==> config.mk <==
export PLATFORM = sky130hd
export DESIGN_NAME = bcd_to_binary_seq_flat
export DESIGN_NICKNAME = d
export VERILOG_FILES = /design/src/rtl/bcd_to_binary_seq_if.sv /design/src/rtl/bcd_to_binary_seq.sv /design/src/flat_wrapper.sv
export SDC_FILE = /design/constraint.sdc
export NUM_CORES = 1
export LEC_CHECK = 0
export BUFFER_PORTS_ARGS = -buffer_cell sky130_fd_sc_hd__buf_4
export CORE_AREA = 2 2 54 56
export DETAILED_ROUTE_END_ITERATION = 10
export DIE_AREA = 0 0 56 58
export HOLD_SLACK_MARGIN = 0.03
export PLACE_DENSITY_LB_ADDON = 0.05
export SYNTH_ARGS = -nofsm -noshare
export SYNTH_HDL_FRONTEND = slang
export SYNTH_SLANG_ARGS = --single-unit
==> constraint.sdc <==
create_clock -name clk -period 1.9 [get_ports clk]
set_input_delay 0.38 -clock clk [delete_from_list [all_inputs] [get_ports clk]]
set_output_delay 0.38 -clock clk [all_outputs]
set_load 0.05 [all_outputs]
==> src/rtl/bcd_to_binary_seq_if.sv <==
// Handshake bundle for bcd_to_binary_seq: input word valid/ready and result valid/ready.
// The converter connects through the slave modport; the producer/consumer uses master.
interface bcd_to_binary_seq_if #(
    parameter int DIGITS = 2,
    parameter int BIN_W  = 7
);
    logic [4*DIGITS-1:0] bcd_input;
    logic                in_valid;
    logic                in_ready;
    logic [BIN_W-1:0]    binary_output;
    logic                out_valid;
    logic                out_ready;
    logic                bcd_error;

    modport master (
        output bcd_input,
        output in_valid,
        output out_ready,
        input  in_ready,
        input  binary_output,
        input  out_valid,
        input  bcd_error
    );

    modport slave (
        input  bcd_input,
        input  in_valid,
        input  out_ready,
        output in_ready,
        output binary_output,
        output out_valid,
        output bcd_error
    );
endinterface

==> src/rtl/bcd_to_binary_seq.sv <==
// Iterative packed-BCD to binary converter, one digit folded per clock, MSD first.
// Optional digit-range checking is enabled by defining BCD2BIN_ERR_CHECK_EN.
module bcd_to_binary_seq #(
    parameter int DIGITS = 2,
    parameter int BIN_W  = 7
) (
    input  logic               clk,
    input  logic               rst_n,
    bcd_to_binary_seq_if.slave bus
);
    localparam int WW = 4 * DIGITS;
    localparam int CW = (DIGITS > 1) ? $clog2(DIGITS) : 1;

`ifdef BCD2BIN_ERR_CHECK_EN
    localparam bit ERR_EN = 1'b1;
`else
    localparam bit ERR_EN = 1'b0;
`endif

    typedef enum logic [1:0] {
        IDLE,
        CONV,
        DONE
    } state_t;

    state_t           state_q, state_d;
    logic [WW-1:0]    word_q, word_d;
    logic [BIN_W-1:0] acc_q, acc_d;
    logic [BIN_W-1:0] bin_q, bin_d;
    logic [CW-1:0]    cnt_q, cnt_d;
    logic             err_q, err_d;
    logic             err_out_q, err_out_d;

    logic [3:0]       digit;
    logic             digit_bad;
    logic             err_now;
    logic [BIN_W-1:0] acc_next;

    // The latched word is shifted left each step, so the current digit is always the top nibble.
    assign digit     = word_q[WW-1 -: 4];
    assign digit_bad = ERR_EN && (digit > 4'd9);
    assign err_now   = err_q | digit_bad;
    assign acc_next  = BIN_W'(({4'b0, acc_q} << 3) + ({4'b0, acc_q} << 1)
                              + {{BIN_W{1'b0}}, digit});

    always_ff @(posedge clk or negedge rst_n) begin
        if (!rst_n) begin
            state_q   <= IDLE;
            word_q    <= '0;
            acc_q     <= '0;
            bin_q     <= '0;
            cnt_q     <= '0;
            err_q     <= 1'b0;
            err_out_q <= 1'b0;
        end else begin
            state_q   <= state_d;
            word_q    <= word_d;
            acc_q     <= acc_d;
            bin_q     <= bin_d;
            cnt_q     <= cnt_d;
            err_q     <= err_d;
            err_out_q <= err_out_d;
        end
    end

    always_comb begin
        state_d   = state_q;
        word_d    = word_q;
        acc_d     = acc_q;
        bin_d     = bin_q;
        cnt_d     = cnt_q;
        err_d     = err_q;
        err_out_d = err_out_q;
        unique case (state_q)
            IDLE: begin
                if (bus.in_valid) begin
                    word_d  = bus.bcd_input;
                    acc_d   = '0;
                    cnt_d   = CW'(DIGITS - 1);
                    err_d   = 1'b0;
                    state_d = CONV;
                end
            end
            CONV: begin
                acc_d  = acc_next;
                word_d = word_q << 4;
                err_d  = err_now;
                cnt_d  = cnt_q - CW'(1);
                if (cnt_q == '0) begin
                    cnt_d     = '0;
                    bin_d     = err_now ? '0 : acc_next;
                    err_out_d = err_now;
                    state_d   = DONE;
                end
            end
            DONE: begin
                if (bus.out_ready) begin
                    state_d = IDLE;
                end
            end
            default: state_d = IDLE;
        endcase
    end

    assign bus.in_ready      = (state_q == IDLE);
    assign bus.out_valid     = (state_q == DONE);
    assign bus.binary_output = bin_q;
    assign bus.bcd_error     = err_out_q;
endmodule
==> src/flat_wrapper.sv <==
// flat-port wrapper written by rule: the top's interface ports become plain ports
module bcd_to_binary_seq_flat 
#(
    parameter int DIGITS = 2,
    parameter int BIN_W  = 7
)
  (clk, rst_n, bus_bcd_input, bus_in_valid, bus_out_ready, bus_in_ready, bus_binary_output, bus_out_valid, bus_bcd_error);
  bcd_to_binary_seq_if #(.DIGITS(DIGITS), .BIN_W(BIN_W)) bus_i ();
  input  logic clk;
  input  logic rst_n;
  input wire logic [$bits(bus_i.bcd_input)-1:0] bus_bcd_input;
  input wire logic [$bits(bus_i.in_valid)-1:0] bus_in_valid;
  input wire logic [$bits(bus_i.out_ready)-1:0] bus_out_ready;
  output wire logic [$bits(bus_i.in_ready)-1:0] bus_in_ready;
  output wire logic [$bits(bus_i.binary_output)-1:0] bus_binary_output;
  output wire logic [$bits(bus_i.out_valid)-1:0] bus_out_valid;
  output wire logic [$bits(bus_i.bcd_error)-1:0] bus_bcd_error;
  assign bus_i.bcd_input = bus_bcd_input;
  assign bus_i.in_valid = bus_in_valid;
  assign bus_i.out_ready = bus_out_ready;
  assign bus_in_ready = bus_i.in_ready;
  assign bus_binary_output = bus_i.binary_output;
  assign bus_out_valid = bus_i.out_valid;
  assign bus_bcd_error = bus_i.bcd_error;
  bcd_to_binary_seq #(.DIGITS(DIGITS), .BIN_W(BIN_W)) u_core (.clk(clk), .rst_n(rst_n), .bus(bus_i));
endmodule
==> impl.org, run 1 <==
** Layout
- The area growth from synthesis to layout is 23.52%.
- At the end of the flow, the number of nets in the layout was 171.
- Leading cell type in the layout, fill and taps excluded :: sky130_fd_sc_hd__buf_4
- The library cells used most frequently in the layout, excluding fill and tap cells, are 26 x sky130_fd_sc_hd__buf_4, 24 x sky130_fd_sc_hd__dfrtp_1, 18 x sky130_fd_sc_hd__nand2_1.
- Share of post-route cells with drive strength above 1 :: 0.2703
- Inserted Diodes :: 0

** Worst hold path
- Path class of the lowest-slack min-delay path :: primary input to flop
- Startpoint of the tightest hold check path :: bus_out_ready
- The worst hold path was traced through 2 stages.
- For hold timing, the worst endpoint is u_core.state_q[1].

** Worst setup path
- The worst register-to-register path begins at u_core.acc_q[0].
- Data arrives at the worst endpoint at 2.13 ns.
- The worst setup path is of the flop to flop kind.
- Required time of the critical path :: 2.12 ns
- End of the worst register-to-register path :: u_core.bus.binary_output[6]
- The worst setup path is launched from a flop.
- The worst setup path is captured at a flop.
- In this run the worst path has a maximum fanout of 2.
- Length in cells of the worst reg-to-reg path :: 7
- Setup slack on the worst flop-to-flop path :: -0.008 ns

** STA
- At the pin with the least slew margin, the transition time is 0.5270 ns.
- Clock skew on the completed layout was measured at 0.007884 ns.
- Minimum clock period after layout :: 1.908 ns
- Slew margin rel. :: 0.6472
- Achievable frequency :: 0.5240 GHz
- WHS :: 0.2347 ns
- Final setup fails :: 1
- Fin. Hold Viols :: 0
- The final number of max-transition violations was 0.
- In the post-route analysis, the smallest setup slack over all paths is -0.008423 ns.
- Fraction of the cycle the final worst path needs :: 1.004
- Setup repair after global routing missed its margin :: true

** Clock network
- Counting every sink on the clock net gives 24.
- In this run the number of H-tree levels came out at 1.
- Clock buffer count from CTS :: 3
- The clock reaches the later pin of the worst-skew pair after 0.32 ns.
- Clk Tree Root Cell :: sky130_fd_sc_hd__clkbuf_4
- No sink is reached through more buffers than the 2 on the longest clock path.
- TritonCTS built the clock tree.
- Clock-pin slew was measured on the worst setup and hold paths at 0.14 ns.

** Place
- In this run the tool buffered the top-level ports with 20 buffer cells.
- At the end of routability-driven placement, the weighted congestion stood at 0.7843.
- Placed wire-length estimate after detailed placement :: 1.924 mm

** Power
- Leakage :: 0.7730 nW
- The worst-case IR drop observed on VDD is 1106 µV.
- The completed layout was analyzed and its total power is 0.002719 W.
- Pwr dens :: 1739 mW/mm²

** Logic synthesis
- Post-synthesis sequential area ratio :: 0.4743
- Of the post-synthesis cell area, the dominant cell type holds 0.4743.
- Syn avg cell area :: 10.38 µm²
- The number of nets in the synthesized netlist is 144.
- Counting distinct cell types in the post-synthesis netlist gives 31.
- Of all cell types, the one taking the most synthesized area is sky130_fd_sc_hd__dfrtp_1.
- Ranked by total cell area, the synthesized netlist is headed by sky130_fd_sc_hd__dfrtp_1 47%, sky130_fd_sc_hd__ha_1 7.9%, sky130_fd_sc_hd__nand2_1 5.3%.
- In this run, synthesis produced a sequential element count of 24.
- The mapped netlist covers 0.001266 mm².
- Number of warnings issued by yosys :: 0
- Gate Count Post-Synth :: 122

** Global routing
- The first global-routing pass estimated 4.560 mm of wire.
- For this run the aggregate overflow at the end of global routing stands at 0.
- Entering global routing, the biggest net connects 25 pins.
- The initial antenna violation count is 0.
- The number of global-route vias before repair is 997.
- Total Routing Usage GR :: 0.1813

** Floorplanning
- After floorplanning, the core was divided into 19 placement rows.
- For this configuration, the core starts out at a cell density of 0.4756.
- In this run the standard cell core region covers 0.002663 mm².
- Horizontal die dimension :: 56 µm
- The die is 58 µm tall.
- Num ports :: 22
- The die covers 0.003248 mm².

** Status
- The flow ran to the end, but the final reports show violations.
- Violated checks :: setup timing

** Drt
- Count of unresolved DRC violations after routing :: 0
- The final layout contains routed wiring with a total length of 2.598 mm.
- Across all layers, the routed design uses 947 vias.
- In the final routed layout, each cell accounts on average for 14.51 µm.
- Via density per instance :: 5.291
- For this block, the initial DRC count from the detailed router was 22.
- Routed Antenna Nets :: 0
- The first detailed-routing pass ran for 4 iterations.

** Flow run
- Max-cap violations in this run came to 0.
-- how the worst max path moves through the flow --
stage	start	endpoint	slack (ns)
after global placement	u_core.acc_q[0]	u_core.bus.binary_output[6]	0.004
after global routing	u_core.acc_q[0]	u_core.bus.binary_output[6]	-0.06
final	u_core.acc_q[0]	u_core.bus.binary_output[6]	-0.008
after CTS	u_core.acc_q[0]	u_core.bus.binary_output[6]	-0.01
after detailed placement	u_core.acc_q[2]	u_core.bus.binary_output[6]	-0.08
after floorplan	u_core.acc_q[0]	u_core.bus.binary_output[6]	0.01
-- per-stage QoR --
stage          instances  worst slack [ns]    TNS, ns    util  cell area, µm²
6_report             179         -0.008423  -0.008423  0.5874            1564
5_1_grt              179          -0.06126    -0.1713  0.5874            1564
4_1_cts              179          -0.01369   -0.01369  0.5874            1564
3_5_place_dp         172          -0.07537    -0.1563  0.5512            1468
3_3_place_gp         172          0.004113          0  0.5512            1468
2_1_floorplan        122           0.01343          0       -            1274
-- cells in the mapped netlist --
cell	number
sky130_fd_sc_hd__clkbuf_1	2
sky130_fd_sc_hd__o211ai_1	2
sky130_fd_sc_hd__xor3_1	1
sky130_fd_sc_hd__nand3_1	1
sky130_fd_sc_hd__o21bai_2	1
sky130_fd_sc_hd__and2b_1	1
sky130_fd_sc_hd__nor2b_1	6
sky130_fd_sc_hd__fa_1	2
sky130_fd_sc_hd__nor2_1	4
sky130_fd_sc_hd__and3b_1	1
sky130_fd_sc_hd__o21ai_0	8
sky130_fd_sc_hd__inv_1	9
sky130_fd_sc_hd__nor3b_2	1
sky130_fd_sc_hd__nand2_1	18
sky130_fd_sc_hd__mux2i_1	1
sky130_fd_sc_hd__buf_2	2
sky130_fd_sc_hd__a221o_1	1
sky130_fd_sc_hd__a22oi_1	3
sky130_fd_sc_hd__and3_1	1
sky130_fd_sc_hd__a22o_1	7
sky130_fd_sc_hd__o21a_1	1
sky130_fd_sc_hd__nand2b_1	3
sky130_fd_sc_hd__dfrtp_1	24
sky130_fd_sc_hd__or3b_1	1
sky130_fd_sc_hd__o2111ai_1	2
sky130_fd_sc_hd__a21oi_1	7
sky130_fd_sc_hd__a211oi_2	1
sky130_fd_sc_hd__ha_1	8
sky130_fd_sc_hd__buf_4	1
sky130_fd_sc_hd__conb_1	1
sky130_fd_sc_hd__xnor2_1	1
-- cell type report --
type                            count  area (µm²)
Fill cell                         241        1099
Multi-Input combinational cell     84       633.1
Sequential cell                    24       600.6
Timing Repair Buffer               27       205.2
Tap cell                           31       38.79
Inverter                            9       33.78
Clock inverter                      1       30.03
Clock buffer                        3       22.52
-- cell families (layout without fill, tap and decap cells) --
group	Yosys count	after routing	share of synthesized area
XOR/XNOR	2	2	0.02569
AND/OR/NAND/NOR	37	37	0.1482
AO/OA/AOI/OAI	33	33	0.1838
multiplexers	1	1	0.007905
buffers and inverters	14	40	0.04645
flip-flops	24	24	0.4743
adder cells (fa/ha/maj)	10	10	0.1107
other	1	1	0.002962
-- registers in the layout, summed over array words and instances, names as in the netlist --
| register | count |
|---|---|
| u_core.bus.binary_output | 7 |
| u_core.acc_q | 6 |
| u_core.state_q | 2 |
| u_core.cnt_q | 1 |
| u_core.word_q | 8 |
-- critical path: stages (launching register included) --
cell                       delay, ns
sky130_fd_sc_hd__dfrtp_1        0.39
sky130_fd_sc_hd__inv_2          0.05
sky130_fd_sc_hd__fa_1           0.54
sky130_fd_sc_hd__inv_2          0.05
sky130_fd_sc_hd__fa_2           0.36
sky130_fd_sc_hd__nand3_2        0.09
sky130_fd_sc_hd__a211oi_2       0.07
sky130_fd_sc_hd__a221o_1        0.27
-- metal layers --
metal / GRT usage / share of wire / vias to the layer above
met5: 0 / 0 / -
met3: 0.02009 / 0.028 / 2
met1: 0.2246 / 0.46 / 456
li1: - / - / 471
met2: 0.3227 / 0.51 / 18
met4: 0.07823 / 0.0062 / 0
-- power breakdown --
part	leakage (nW)	internal, W	switching [W]
Clock	0.0279	0.000213	0.000163
Sequential	0.310	0.000716	0.000137
Combinational	0.435	0.000611	0.000879
-- timing repair --
item / in CTS / in global routing
setup buffers: 2 / 0
pin swaps: 1 / 0
endpoints found under the setup margin: 5 / 5
hold buffers: 1 / 0
endpoints found under the hold margin: 24 / 0
resized for setup: 5 / 1
Power figures use the tool's default switching activity.
==> run 2, diff against run 1 <==
CORE_AREA = 2 2 62 50   (was 2 2 54 56)
DIE_AREA = 0 0 64 52   (was 0 0 56 58)
==> run 2 against run 1 <==
  * The run still ends with setup timing left
  * Via count is 4.0% higher
  * Combinational power is 7% higher
  * Design area is 3.6% higher
  * Fmax is 0.34% lower
  * Setup slack worse by 0.0065 ns
  * First-iteration DRC count is 27% higher
  * Cell count is 6.1% higher
  * Clock skew is 0.00075 ns lower
  * Routed wire length is 6.6% higher
  * Critical path depth is 1 higher
  * Global-route usage is 0.74 points higher
  * Critical path type unchanged
  * Highest routed layer is now met3
==> impl.org, run 2 (synthesis gave the netlist of run 1 again) <==
** Clock network
- Clock buffer count from CTS :: 3 (unchanged)
- The clock insertion delay at the later pin of the skew report came to 0.32 ns (about the same).
- The number of sinks handled by clock tree synthesis came to 24 (unchanged).
- Number of H-tree branching levels :: 1 (unchanged)
- The root buffer cell chosen for the clock tree is sky130_fd_sc_hd__clkbuf_4.
- Clock-pin slew of the registers on the worst-case setup and hold paths :: 0.14 ns (about the same)
- TritonCTS built the clock tree.
- Largest buffer count on any clock path :: 2 (unchanged)

** Layout
- Largest register FFs :: 8 (unchanged)
- The count of placed standard cells in the final layout, fillers left out was 190 (+6.1%).
- Share of post-route cells with drive strength above 1 :: 0.2895 (+0.01920)
- Final-layout fill cell count :: 244 (+1.2%)
- Commonest non-fill, non-tap cells in the layout :: 30 x sky130_fd_sc_hd__buf_4, 24 x sky130_fd_sc_hd__dfrtp_1, 18 x sky130_fd_sc_hd__nand2_1
- Nets :: 175 (+2.3%)
- Inserted Diodes :: 0 (unchanged)
- Area delta synth->final :: 27.96%
- Leaving out fill and tap cells, the most frequent cell in the layout is sky130_fd_sc_hd__buf_4.
- The total non-filler cell area in the finished layout is 0.001620 mm² (+3.6%).
- More flip-flops sit in one register than any other, and that register is u_core.word_q.

** Flow run
- The number of violations of the max-capacitance limit was 0 (unchanged).

** Floorplanning
- The initial cell density of the core was 0.4615 (-0.01410).
- The die boundary height was 52 µm (-10%).
- The die outline width was 64 µm (+14%).
- The overall die area came to 0.003328 mm² (+2.5%).
- Num ports :: 22 (unchanged)
- Num rows :: 17 (-2)
- Core outline area :: 0.002744 mm² (+3.1%)

** Worst setup path
- Setup slack on the worst flop-to-flop path :: -0.01 ns (about the same)
- The largest driver fanout on the critical path is 2 (unchanged).
- The critical path goes through buf_4 > buf_4 > ha_4 > ha_4 > fa_2 > nand3_2 > a211oi_2 > a221o_1.
- Required time of the critical path :: 2.12 ns (about the same)
- Worst path top cell family by delay :: adder cells
- The cell count of the worst reg-to-reg path is 8 (+1).
- The worst register-to-register path begins at u_core.acc_q[0].
- Number of buffers and inverters on the critical path :: 2 (unchanged)
- The endpoint arrival time on the critical path is 2.14 ns (about the same).
- Category of the most critical setup path :: flop to flop
- Startpoint type of the worst setup path :: flop
- For this design, the slowest cell found on the critical path is sky130_fd_sc_hd__fa_2.
- In this run the critical register-to-register path is captured at u_core.bus.binary_output[6].
- Max stage delay on crit path :: 0.42 ns (-0.12 ns)
- The worst setup path is captured at a flop.

** Power
- The largest voltage drop on the vdd net was 840.1 µV (-24%).
- Pwr dens :: 1765 mW/mm² (+1.5%)
- Switching Share :: 0.4365 (+0.002841)
- Clock network fraction of design power :: 0.130 (-0.008)
- The static power due to leakage came to 0.7989 nW (+3.4%).
- Switching power of the nets :: 0.001248 W (+5.8%)
- Comb pwr share :: 0.560 (+0.012)
- The internal power of the cells is 0.001611 W (+4.6%).
- Relative contribution of sequential cells to total power :: 0.311 (-0.003)

** Global routing
- Total congestion overflow after global routing :: 0 (unchanged)
- Total Routing Usage GR :: 0.1888 (+0.007448)
- Wire length of the first global-routing pass :: 4.712 mm (+3.3%)
- Largest net degree at the start of global routing :: 25 (unchanged)
- The number of global-route vias before repair was 976 (-2.1%).
- The initial antenna violation count was 0 (unchanged).

** Place
- The cell total after placement came to 182 (+5.8%).
- Area after detailed placement :: 0.001499 mm² (+2.1%)
- Number of input and output port buffers inserted :: 20 (unchanged)
- The global placer's final weighted congestion was 0.8387 (+6.9%).
- Placed wire-length estimate after detailed placement :: 2.024 mm (+5.2%)

** STA
- The final number of max-transition violations was 0 (unchanged).
- Fraction of the cycle the final worst path needs :: 1.008 (+0.003441)
- Minimum clock period after layout :: 1.915 ns (+0.006539 ns)
- Final setup fails :: 1 (unchanged)
- Achievable frequency :: 0.5222 GHz (-0.34%)
- Fin. Hold Viols :: 0 (unchanged)
- Fin Clk Skew :: 0.007133 ns (-0.0007506 ns)
- Setup repair after global routing missed its margin :: true
- Final worst setup slack :: -0.01496 ns (-0.006539 ns)

** Worst hold path
- The startpoint identified for the worst hold timing path is bus_out_ready.
- The min-delay analysis places its worst path in the category primary input to flop.
- Endpoint with the worst hold slack :: u_core.state_q[1]
- The number of instances on the worst hold path is 2 (unchanged).

** Drt
- Count of unresolved DRC violations after routing :: 0 (unchanged)
- The total wire length after detailed routing is 2.770 mm (+6.6%).
- The via total after detailed routing was 985 (+4.0%).
- Wirelength per Cell :: 14.58 µm (+0.45%)
- The routed via count divided by cell count came to 5.184 (-2.0%).
- Routed Antenna Nets :: 0 (unchanged)
- The first-iteration detailed-routing DRC count came to 28 (+27%).
- Pre-antenna DRT Iters :: 4 (unchanged)

** Status
- Result of the run :: finished, violations left
- The final reports fail on setup timing.
run 2: cell types whose count changed in the layout (fill, tap and decap cells not counted), sizes merged:
| cell | previous run | this run |
|---|---|---|
| buf | 26 | 30 |
run 2: repair_timing:
action	4_1_cts	5_1_grt
hold endpoints to repair	24	0
pin swaps	1	0
setup endpoints to repair	4	5
setup buffers	2	1
resized for setup	6	1
hold buffers	1	0
run 2: how the worst max path moves through the flow:
stage / slack (ns) / start / endpoint / depth (start not counted)
after floorplan: 0.01 / u_core.acc_q[0] / u_core.bus.binary_output[6] / 7
after CTS: -0.001 / u_core.acc_q[0] / u_core.bus.binary_output[6] / 7
after global routing: -0.08 / u_core.acc_q[0] / u_core.bus.binary_output[6] / 7
after global placement: -0.007 / u_core.acc_q[0] / u_core.bus.binary_output[6] / 7
after detailed placement: -0.04 / u_core.acc_q[0] / u_core.bus.binary_output[6] / 7
final: -0.01 / u_core.acc_q[0] / u_core.bus.binary_output[6] / 8
run 2: area by class of cell:
cell class / count / area (µm²) / share of cell area
Multi-Input combinational cell: 84 / 650.6 / 0.4015
Sequential cell: 24 / 600.6 / 0.3707
Timing Repair Buffer: 31 / 235.2 / 0.1452
Tap cell: 38 / 47.55 / 0.02934
Inverter: 9 / 33.78 / 0.02085
Clock inverter: 1 / 30.03 / 0.01853
Clock buffer: 3 / 22.52 / 0.01390
run 2: worst register-to-register path, delay by kind of cell, from the launching register on:
family,cells,cell delay (ns)
AND/OR/NAND/NOR,1,0.09
flip-flops,1,0.40
AO/OA/AOI/OAI,2,0.33
adder cells (fa/ha/maj),3,0.74
buffers and inverters,2,0.27
run 2: power by group through the flow:
stage,clock (W),combinational (W),sequential (W)
after floorplan,0,0.000853,0.00104
after global placement,0,0.00146,0.000886
after detailed placement,0,0.00148,0.000887
after CTS,0.000387,0.00155,0.000885
after global routing,0.000402,0.00173,0.000920
final,0.000370,0.00160,0.000889
run 2: metal layers:
metal | track usage | up-vias | routed length (µm) | part of all wire
met5 | 0 | - | 0 | 0
li1 | - | 481 | - | -
met4 | 0.03261 | 0 | 0 | 0
met1 | 0.2817 | 483 | 1476 | 0.53
met3 | 0.04978 | 0 | 99 | 0.036
met2 | 0.2778 | 21 | 1194 | 0.43
run 2: stage by stage:
step | util | hold slack, ns | total power, W | setup WS, ns | TNS [ns]
after detailed placement | 0.5463 | 0.2999 | 0.002371 | -0.04491 | -0.07482
after floorplan | - | 0.08441 | 0.001895 | 0.01343 | 0
after global routing | 0.5905 | 0.2342 | 0.003056 | -0.07833 | -0.1721
final | 0.5905 | 0.2253 | 0.002859 | -0.01496 | -0.01496
after CTS | 0.5850 | 0.2150 | 0.002825 | -0.001154 | -0.001154
after global placement | 0.5463 | 0.2963 | 0.002345 | -0.007460 | -0.007460
